$ cat src/rtl/prewish_pkg.sv
// prewish_pkg: shared types and constants for the prewish blinky/mentor/arbiter
// family. Optional build macro honoured by the arbiter: PREWISH_ARB_FIXED_PRIO_EN.
package prewish_pkg;

  // Arbiter FSM encodings; 2'b10 is deliberately left unused (illegal).
  typedef enum logic [1:0] {
    ST_IDLE = 2'b00,
    ST_XFER = 2'b01,
    ST_HOLD = 2'b11
  } state_t;

  // Mask width shared with the blinky and the mentor.
  localparam int DW_DEF = 8;

  // Hold-off counter width; HOLDOFF is limited to 0..255.
  localparam int CW = 8;

endpackage

$ cat src/rtl/prewish_mask_arbiter_if.sv
// prewish_mask_arbiter_if: requester-side request/ack bus plus the strobed mask
// write towards the blinky. Build macro of the arbiter: PREWISH_ARB_FIXED_PRIO_EN.
interface prewish_mask_arbiter_if
  import prewish_pkg::*;
#(
  parameter int NREQ = 2,
  parameter int DW   = DW_DEF
);

  logic [NREQ-1:0]    REQ_STB_I;
  logic [NREQ*DW-1:0] REQ_DAT_I;
  logic [NREQ-1:0]    REQ_ACK_O;
  logic               STB_O;
  logic [DW-1:0]      DAT_O;
  logic               BUSY_O;

  // Requester / blinky side of the bus.
  modport master (
    output REQ_STB_I, REQ_DAT_I,
    input  REQ_ACK_O, STB_O, DAT_O, BUSY_O
  );

  // Arbiter side of the bus.
  modport slave (
    input  REQ_STB_I, REQ_DAT_I,
    output REQ_ACK_O, STB_O, DAT_O, BUSY_O
  );

endinterface

$ cat src/rtl/prewish_rr_pick.sv
// prewish_rr_pick: combinational rotate-and-priority-encode. Returns the first
// set request scanning upward from ptr_i, wrapping at NREQ. With the build macro
// PREWISH_ARB_FIXED_PRIO_EN the parent ties ptr_i to zero (fixed priority).
module prewish_rr_pick #(
  parameter int NREQ = 2,
  parameter int PW   = 1
) (
  input  logic [NREQ-1:0] req_i,
  input  logic [PW-1:0]   ptr_i,
  output logic            valid_o,
  output logic [PW-1:0]   win_o
);

  logic [PW:0] sum_s;

  // Scan offsets from highest to lowest so the smallest offset from the pointer is the last hit written.
  always_comb begin
    valid_o = 1'b0;
    win_o   = {PW{1'b0}};
    sum_s   = {(PW+1){1'b0}};
    for (int k = NREQ - 1; k >= 0; k--) begin
      sum_s = {1'b0, ptr_i} + (PW+1)'(k);
      if (sum_s >= (PW+1)'(NREQ)) begin
        sum_s = sum_s - (PW+1)'(NREQ);
      end else begin
        sum_s = sum_s;
      end
      if (req_i[sum_s[PW-1:0]]) begin
        valid_o = 1'b1;
        win_o   = sum_s[PW-1:0];
      end else begin
        win_o   = win_o;
      end
    end
  end

endmodule

$ cat src/rtl/prewish_mask_arbiter.sv
// prewish_mask_arbiter: grants one requester at a time, forwards its mask to the
// blinky as a one-cycle STB_O/DAT_O write and then idles HOLDOFF cycles.
// Build macro: PREWISH_ARB_FIXED_PRIO_EN selects fixed lowest-index priority
// (no pointer register); undefined gives round-robin.
module prewish_mask_arbiter
  import prewish_pkg::*;
#(
  parameter int NREQ    = 2,
  parameter int DW      = DW_DEF,
  parameter int HOLDOFF = 3
) (
  input  logic                   CLK_I,
  input  logic                   RST_I,
  prewish_mask_arbiter_if.slave  bus,
  output logic                   o_alive
);

  localparam int PW = (NREQ > 1) ? $clog2(NREQ) : 1;

  state_t            state_q, state_d;
  logic [CW-1:0]     cnt_q, cnt_d;
  logic              pick_valid_s;
  logic [PW-1:0]     pick_win_s;
  logic [PW-1:0]     pick_ptr_s;
  logic              legal_s;

  logic [NREQ-1:0]   ack_q, ack_d;
  logic              stb_q, stb_d;
  logic              busy_q, busy_d;
  logic [DW-1:0]     dat_q, dat_d;
  logic              alive_q, alive_d;

`ifdef PREWISH_ARB_FIXED_PRIO_EN
  assign pick_ptr_s = {PW{1'b0}};
`else
  logic [PW-1:0]     ptr_q, ptr_d;
  logic [PW-1:0]     win_q, win_d;

  assign pick_ptr_s = ptr_q;

  // Remember the winner at grant time and step the pointer past it when the transfer completes.
  always_comb begin
    win_d = win_q;
    ptr_d = ptr_q;
    if ((state_q == ST_IDLE) && pick_valid_s) begin
      win_d = pick_win_s;
    end else if (state_q == ST_XFER) begin
      ptr_d = (win_q == PW'(NREQ - 1)) ? {PW{1'b0}} : win_q + PW'(1);
    end else begin
      win_d = win_q;
    end
  end

  // Round-robin pointer and captured winner.
  always_ff @(posedge CLK_I) begin
    if (!RST_I) begin
      ptr_q <= {PW{1'b0}};
      win_q <= {PW{1'b0}};
    end else begin
      ptr_q <= ptr_d;
      win_q <= win_d;
    end
  end
`endif

  prewish_rr_pick #(
    .NREQ (NREQ),
    .PW   (PW)
  ) u_pick (
    .req_i   (bus.REQ_STB_I),
    .ptr_i   (pick_ptr_s),
    .valid_o (pick_valid_s),
    .win_o   (pick_win_s)
  );

  // FSM state and hold-off counter register.
  always_ff @(posedge CLK_I) begin
    if (!RST_I) begin
      state_q <= ST_IDLE;
      cnt_q   <= {CW{1'b0}};
    end else begin
      state_q <= state_d;
      cnt_q   <= cnt_d;
    end
  end

  // Next-state logic: IDLE grants, XFER lasts one cycle, HOLD counts down the hold-off.
  always_comb begin
    state_d = state_q;
    cnt_d   = cnt_q;
    case (state_q)
      ST_IDLE: begin
        if (pick_valid_s) begin
          state_d = ST_XFER;
        end else begin
          state_d = ST_IDLE;
        end
      end
      ST_XFER: begin
        if (HOLDOFF == 0) begin
          state_d = ST_IDLE;
          cnt_d   = {CW{1'b0}};
        end else begin
          state_d = ST_HOLD;
          cnt_d   = CW'(HOLDOFF - 1);
        end
      end
      ST_HOLD: begin
        if (cnt_q == {CW{1'b0}}) begin
          state_d = ST_IDLE;
        end else begin
          cnt_d   = cnt_q - CW'(1);
        end
      end
      default: begin
        state_d = ST_IDLE;
        cnt_d   = {CW{1'b0}};
      end
    endcase
  end

  // Output next values: a grant loads mask/ack/strobe and flips the alive LED; strobes last one cycle.
  always_comb begin
    ack_d   = {NREQ{1'b0}};
    stb_d   = 1'b0;
    dat_d   = dat_q;
    alive_d = alive_q;
    busy_d  = (state_d == ST_XFER) || (state_d == ST_HOLD);
    if ((state_q == ST_IDLE) && pick_valid_s) begin
      stb_d   = 1'b1;
      alive_d = ~alive_q;
      for (int i = 0; i < NREQ; i++) begin
        if (pick_win_s == PW'(i)) begin
          ack_d[i] = 1'b1;
          dat_d    = bus.REQ_DAT_I[i*DW +: DW];
        end else begin
          ack_d[i] = 1'b0;
        end
      end
    end else begin
      stb_d = 1'b0;
    end
  end

  // Registered outputs.
  always_ff @(posedge CLK_I) begin
    if (!RST_I) begin
      ack_q   <= {NREQ{1'b0}};
      stb_q   <= 1'b0;
      busy_q  <= 1'b0;
      dat_q   <= {DW{1'b0}};
      alive_q <= 1'b0;
    end else begin
      ack_q   <= ack_d;
      stb_q   <= stb_d;
      busy_q  <= busy_d;
      dat_q   <= dat_d;
      alive_q <= alive_d;
    end
  end

  // An upset into the unused state code forces every output low until IDLE is re-entered.
  assign legal_s = (state_q == ST_IDLE) || (state_q == ST_XFER) || (state_q == ST_HOLD);

  assign bus.REQ_ACK_O = legal_s ? ack_q : {NREQ{1'b0}};
  assign bus.STB_O     = legal_s & stb_q;
  assign bus.BUSY_O    = legal_s & busy_q;
  assign bus.DAT_O     = legal_s ? dat_q : {DW{1'b0}};
  assign o_alive       = legal_s & alive_q;

endmodule
$ cat src/flat_wrapper.sv
// flat-port wrapper written by rule: the top's interface ports become plain ports
module prewish_mask_arbiter_flat import prewish_pkg::*;
#(
  parameter int NREQ    = 2,
  parameter int DW      = DW_DEF,
  parameter int HOLDOFF = 3
)
  (CLK_I, RST_I, o_alive, bus_REQ_STB_I, bus_REQ_DAT_I, bus_REQ_ACK_O, bus_STB_O, bus_DAT_O, bus_BUSY_O);
  prewish_mask_arbiter_if #(.NREQ(NREQ), .DW(DW)) bus_i ();
  input  logic CLK_I;
  input  logic RST_I;
  output logic o_alive;
  input wire logic [$bits(bus_i.REQ_STB_I)-1:0] bus_REQ_STB_I;
  input wire logic [$bits(bus_i.REQ_DAT_I)-1:0] bus_REQ_DAT_I;
  output wire logic [$bits(bus_i.REQ_ACK_O)-1:0] bus_REQ_ACK_O;
  output wire logic [$bits(bus_i.STB_O)-1:0] bus_STB_O;
  output wire logic [$bits(bus_i.DAT_O)-1:0] bus_DAT_O;
  output wire logic [$bits(bus_i.BUSY_O)-1:0] bus_BUSY_O;
  assign bus_i.REQ_STB_I = bus_REQ_STB_I;
  assign bus_i.REQ_DAT_I = bus_REQ_DAT_I;
  assign bus_REQ_ACK_O = bus_i.REQ_ACK_O;
  assign bus_STB_O = bus_i.STB_O;
  assign bus_DAT_O = bus_i.DAT_O;
  assign bus_BUSY_O = bus_i.BUSY_O;
  prewish_mask_arbiter #(.NREQ(NREQ), .DW(DW), .HOLDOFF(HOLDOFF)) u_core (.CLK_I(CLK_I), .RST_I(RST_I), .bus(bus_i), .o_alive(o_alive));
endmodule
$ cat config.mk
export PLATFORM = sky130hd
export DESIGN_NAME = prewish_mask_arbiter_flat
export DESIGN_NICKNAME = d
export VERILOG_FILES = /design/src/rtl/prewish_pkg.sv /design/src/rtl/prewish_mask_arbiter_if.sv /design/src/rtl/prewish_rr_pick.sv /design/src/rtl/prewish_mask_arbiter.sv /design/src/flat_wrapper.sv
export SDC_FILE = /design/constraint.sdc
export NUM_CORES = 1
export LEC_CHECK = 0
export ABC_AREA = 1
export CAP_MARGIN = 20
export CORE_MARGIN = 5
export CORE_UTILIZATION = 44
export DETAILED_ROUTE_END_ITERATION = 12
export PLACE_DENSITY = 0.76
export SYNTH_ARGS = -nofsm -noshare
export SYNTH_HDL_FRONTEND = slang
export SYNTH_HIERARCHICAL = 1
export SYNTH_SLANG_ARGS = --single-unit
$ cat constraint.sdc
create_clock -name CLK_I -period 1.45 [get_ports CLK_I]
set_clock_uncertainty 0.2 [all_clocks]
set_input_delay 0.145 -clock CLK_I [delete_from_list [all_inputs] [get_ports CLK_I]]
set_output_delay 0.145 -clock CLK_I [all_outputs]
set_load 0.01 [all_outputs]
==> parameters.txt <==
Parameter                              Value

Floorplanning
  Site row count    20
  Width of the die    65.0 um
  Initial core utilization    0.446
  Area of the core region    ~3000 sq um
  # IOs    33
  Die ar.    4220 sq um
  Die Y    65.0 um

Clocking
  Number of sinks on the clock net    25
  Clock Pin Slew Worst Setup and Hold Paths    roughly 0.14 ns
  H-tree Lvls    1
  Longest Clk Path Bufs    2
  Root cell of the clock tree    sky130_fd_sc_hd__clkbuf_4
  Total clock buffers created by CTS    3
  TritonCTS clock tree    done
  Later-pin clock latency in the skew report    0.32 ns

Synth
  Proportion of register bits with asynchronous set or reset after synthesis    0
  Average cell area after synthesis    7.51 sq um
  Count of flip-flops with a built-in enable after synthesis    0
  Fraction of the yosys area taken by sequential cells    0.377
  Post-Syn Area    1330 sq um
  Gate count after technology mapping    177
  Number of warnings issued by yosys    6
  Count of different cell masters after synthesis    24
  Post-synthesis register bit count    25
  Net Count, Synth    199
  Predominant post-synthesis flop cell    sky130_fd_sc_hd__dfxtp_1

Timing
  Share of the cycle needed by the critical path after routing    1.07
  Final Critical Period    1.56 ns
  Number of hold violations in the final report    0
  Slew at the pin closest to its max-slew limit    0.295 ns
  Number of slew-limit violations in the final report    0
  Count of endpoints failing setup in the final report    16
  Maximum clock frequency    642 MHz
  Min Hold Slack    0.188 ns
  Worst relative slew slack    0.804
  Worst setup slack after layout    -0.108 ns
  Setup repair after global routing missed its margin    yes

GRT
  Global route overflow    0
  Pin count of the biggest net entering global routing    16
  Number of global-route vias before repair    1165
  Global-route wire length before repair    5140 um
  Number of antenna violations at the first check in global routing    0
  Global-route usage over all layers    0.156

Job
  Reported max-cap violation count    0

Pwr
  Power per Cell Area    1380 nW/um^2
  P_leak    0.941 nW
  Peak supply drop    831 uV

Detailed routing
  Routed length on met1    1360 um
  Initial detailed-routing violation count    19
  Routed WL    3110 um
  Drt pass-1 iters    6
  Routed wl met2    1660 um
  Number of vias in the routed layout    1251
  Mean number of vias per cell    between 4 and 5
  Residual DRC count    0
  Drt wl/cell    11.6 um
  Count of nets left with antenna violations after detail routing    0
  Highest routed metal layer    met4
  Met3 wire length    just under 70 um

Worst setup path
  Crit path arrival time    1.21 ns
  Crit path max fanout    6
  Data required, critical path    1.11 ns
  Crit start category    flip-flop
  Nature of the critical path endpoint    primary output
  Worst setup path category    flip-flop to primary output

Cells and area
  Non-Filler Cell Area, Final    2060 sq um
  Layout cell share with drive strength beyond 1    0.500
  Fin nets    approximately 260
  Total inserted antenna cells    0
  Area Overhead vs Synth    54.7%
  Final Non-Filler Cells    269

Outcome
  Run status    finished with violations
  Violations in the final reports    negative setup slack

Placed design
  Weighted congestion reported at the end of routability-driven placement    0.816
  Number of port buffers    32
  Placed cell areas    1780 sq um
  DP Cell Count    254
  Placed wire-length estimate after detailed placement    2160 um

Hold path
  Path class of the lowest-slack min-delay path    input pin to flip-flop
==> power breakdown <==
| part | internal [W] | total [W] | switching [W] |
|---|---|---|---|
| Combinational | 0.000709 | 0.00160 | 0.000893 |
| Sequential | 0.000838 | 0.000915 | 0.0000768 |
| Clock | 0.000106 | 0.000326 | 0.000221 |
==> final cells by class <==
class | count | area, sq um
Multi-Input combinational cell | 117 | 861
Inverter | 35 | 144
Clock inverter | 1 | 7.51
Tap cell | 33 | 41.3
Timing Repair Buffer | 54 | 463
Sequential cell | 25 | 509
Fill cell | 220 | 922
Timing Repair inverter | 1 | 7.51
Clock buffer | 3 | 22.5
==> critical path, stage by stage, from the launching register on <==
cell and delay, ns:
sky130_fd_sc_hd__dfxtp_2 0.38, sky130_fd_sc_hd__inv_4 0.05, sky130_fd_sc_hd__nor2_4 0.17, sky130_fd_sc_hd__buf_6 0.13, sky130_fd_sc_hd__nor2_1 0.03, sky130_fd_sc_hd__buf_2 0.13
==> placed cells by master (no fill, tap or decap), types with 2 or more instances in the layout <==
cell | synthesis | final
sky130_fd_sc_hd__a21oi_1 | 5 | 4
sky130_fd_sc_hd__a21oi_2 | 3 | 4
sky130_fd_sc_hd__buf_2 | 1 | 11
sky130_fd_sc_hd__buf_4 | 1 | 14
sky130_fd_sc_hd__buf_6 | 0 | 10
sky130_fd_sc_hd__clkbuf_4 | 0 | 3
sky130_fd_sc_hd__clkdlybuf4s50_1 | 0 | 19
sky130_fd_sc_hd__clkinvlp_4 | 0 | 2
sky130_fd_sc_hd__dfxtp_1 | 25 | 20
sky130_fd_sc_hd__dfxtp_2 | 0 | 4
sky130_fd_sc_hd__ha_4 | 0 | 2
sky130_fd_sc_hd__inv_1 | 26 | 23
sky130_fd_sc_hd__inv_2 | 9 | 7
sky130_fd_sc_hd__inv_4 | 0 | 5
sky130_fd_sc_hd__nand2_1 | 31 | 26
sky130_fd_sc_hd__nand2_2 | 13 | 16
sky130_fd_sc_hd__nand2_4 | 1 | 2
sky130_fd_sc_hd__nand3_1 | 10 | 5
sky130_fd_sc_hd__nand3_2 | 0 | 4
sky130_fd_sc_hd__nand3_4 | 2 | 3
sky130_fd_sc_hd__nand4_1 | 5 | 5
sky130_fd_sc_hd__nor2_1 | 25 | 12
sky130_fd_sc_hd__nor2_2 | 1 | 9
sky130_fd_sc_hd__nor2_4 | 2 | 9
sky130_fd_sc_hd__o211ai_2 | 8 | 8
==> cell families after synthesis <==
| family | share of synthesized area |
|---|---|
| AND/OR/NAND/NOR | 0.364 |
| buffers and inverters | 0.108 |
| flip-flops | 0.377 |
| AO/OA/AOI/OAI | 0.125 |
| adder cells (fa/ha/maj) | 0.0188 |
| XOR/XNOR | 0.00659 |
==> synth_stat cells (all sizes together), types with 2 or more instances <==
master / number / share of area
nand2: 45 / 0.16
o21ai: 3 / 0.011
buf: 2 / 0.0094
nor2: 29 / 0.11
a21oi: 8 / 0.039
nand3: 12 / 0.064
ha: 2 / 0.019
o211ai: 8 / 0.075
dfxtp: 25 / 0.38
nand4: 5 / 0.024
inv: 35 / 0.099
==> path summary, 6_finish.rpt <==
path,from,end,slack (ns),cells past startpoint
setup / recovery,u_core/state_q[1],bus_STB_O,-0.11,5
hold / removal,bus_REQ_DAT_I[0],u_core/dat_q[0],0.19,3
setup reg to reg,u_core/cnt_q[1],u_core/cnt_q[6],-0.04,8
hold reg to reg,u_core/win_q,u_core/pick_ptr_s,0.24,1
==> metal layers <==
metal / track usage / vias up
li1: - / 676
met1: 0.198 / 559
met2: 0.269 / 14
met3: 0.0156 / 2
met4: 0.0633 / 0
met5: 0 / -
==> stage by stage <==
stage | worst slack [ns] | total power, W | setup TNS, ns | util
floorplan | 0.0469 | 0.00172 | 0 | -
global placement | -0.421 | 0.00211 | -7.62 | 0.599
detailed placement | -0.439 | 0.00213 | -7.89 | 0.599
CTS | -0.130 | 0.00255 | -0.851 | 0.629
global route | -0.184 | 0.00308 | -2.88 | 0.690
finish | -0.108 | 0.00284 | -0.833 | 0.690
==> repair_timing <==
item	CTS	global route
hold buffers	0	0
pin swaps	13	17
gates resized for setup	72	45
gates cloned	3	0
buffers inserted	6	3
setup endpoints to repair	19	32
==> state kept, by name, indices dropped and copies added, names as in the netlist <==
register           flops
u_core/dat_q           8
u_core/cnt_q           8
u_core/win_q           1
u_core/busy_q          1
u_core/pick_ptr_s      1
u_core/state_q         2
u_core/alive_q         1
u_core/ack_q           2
u_core/stb_q           1
Power figures use the tool's default switching activity.
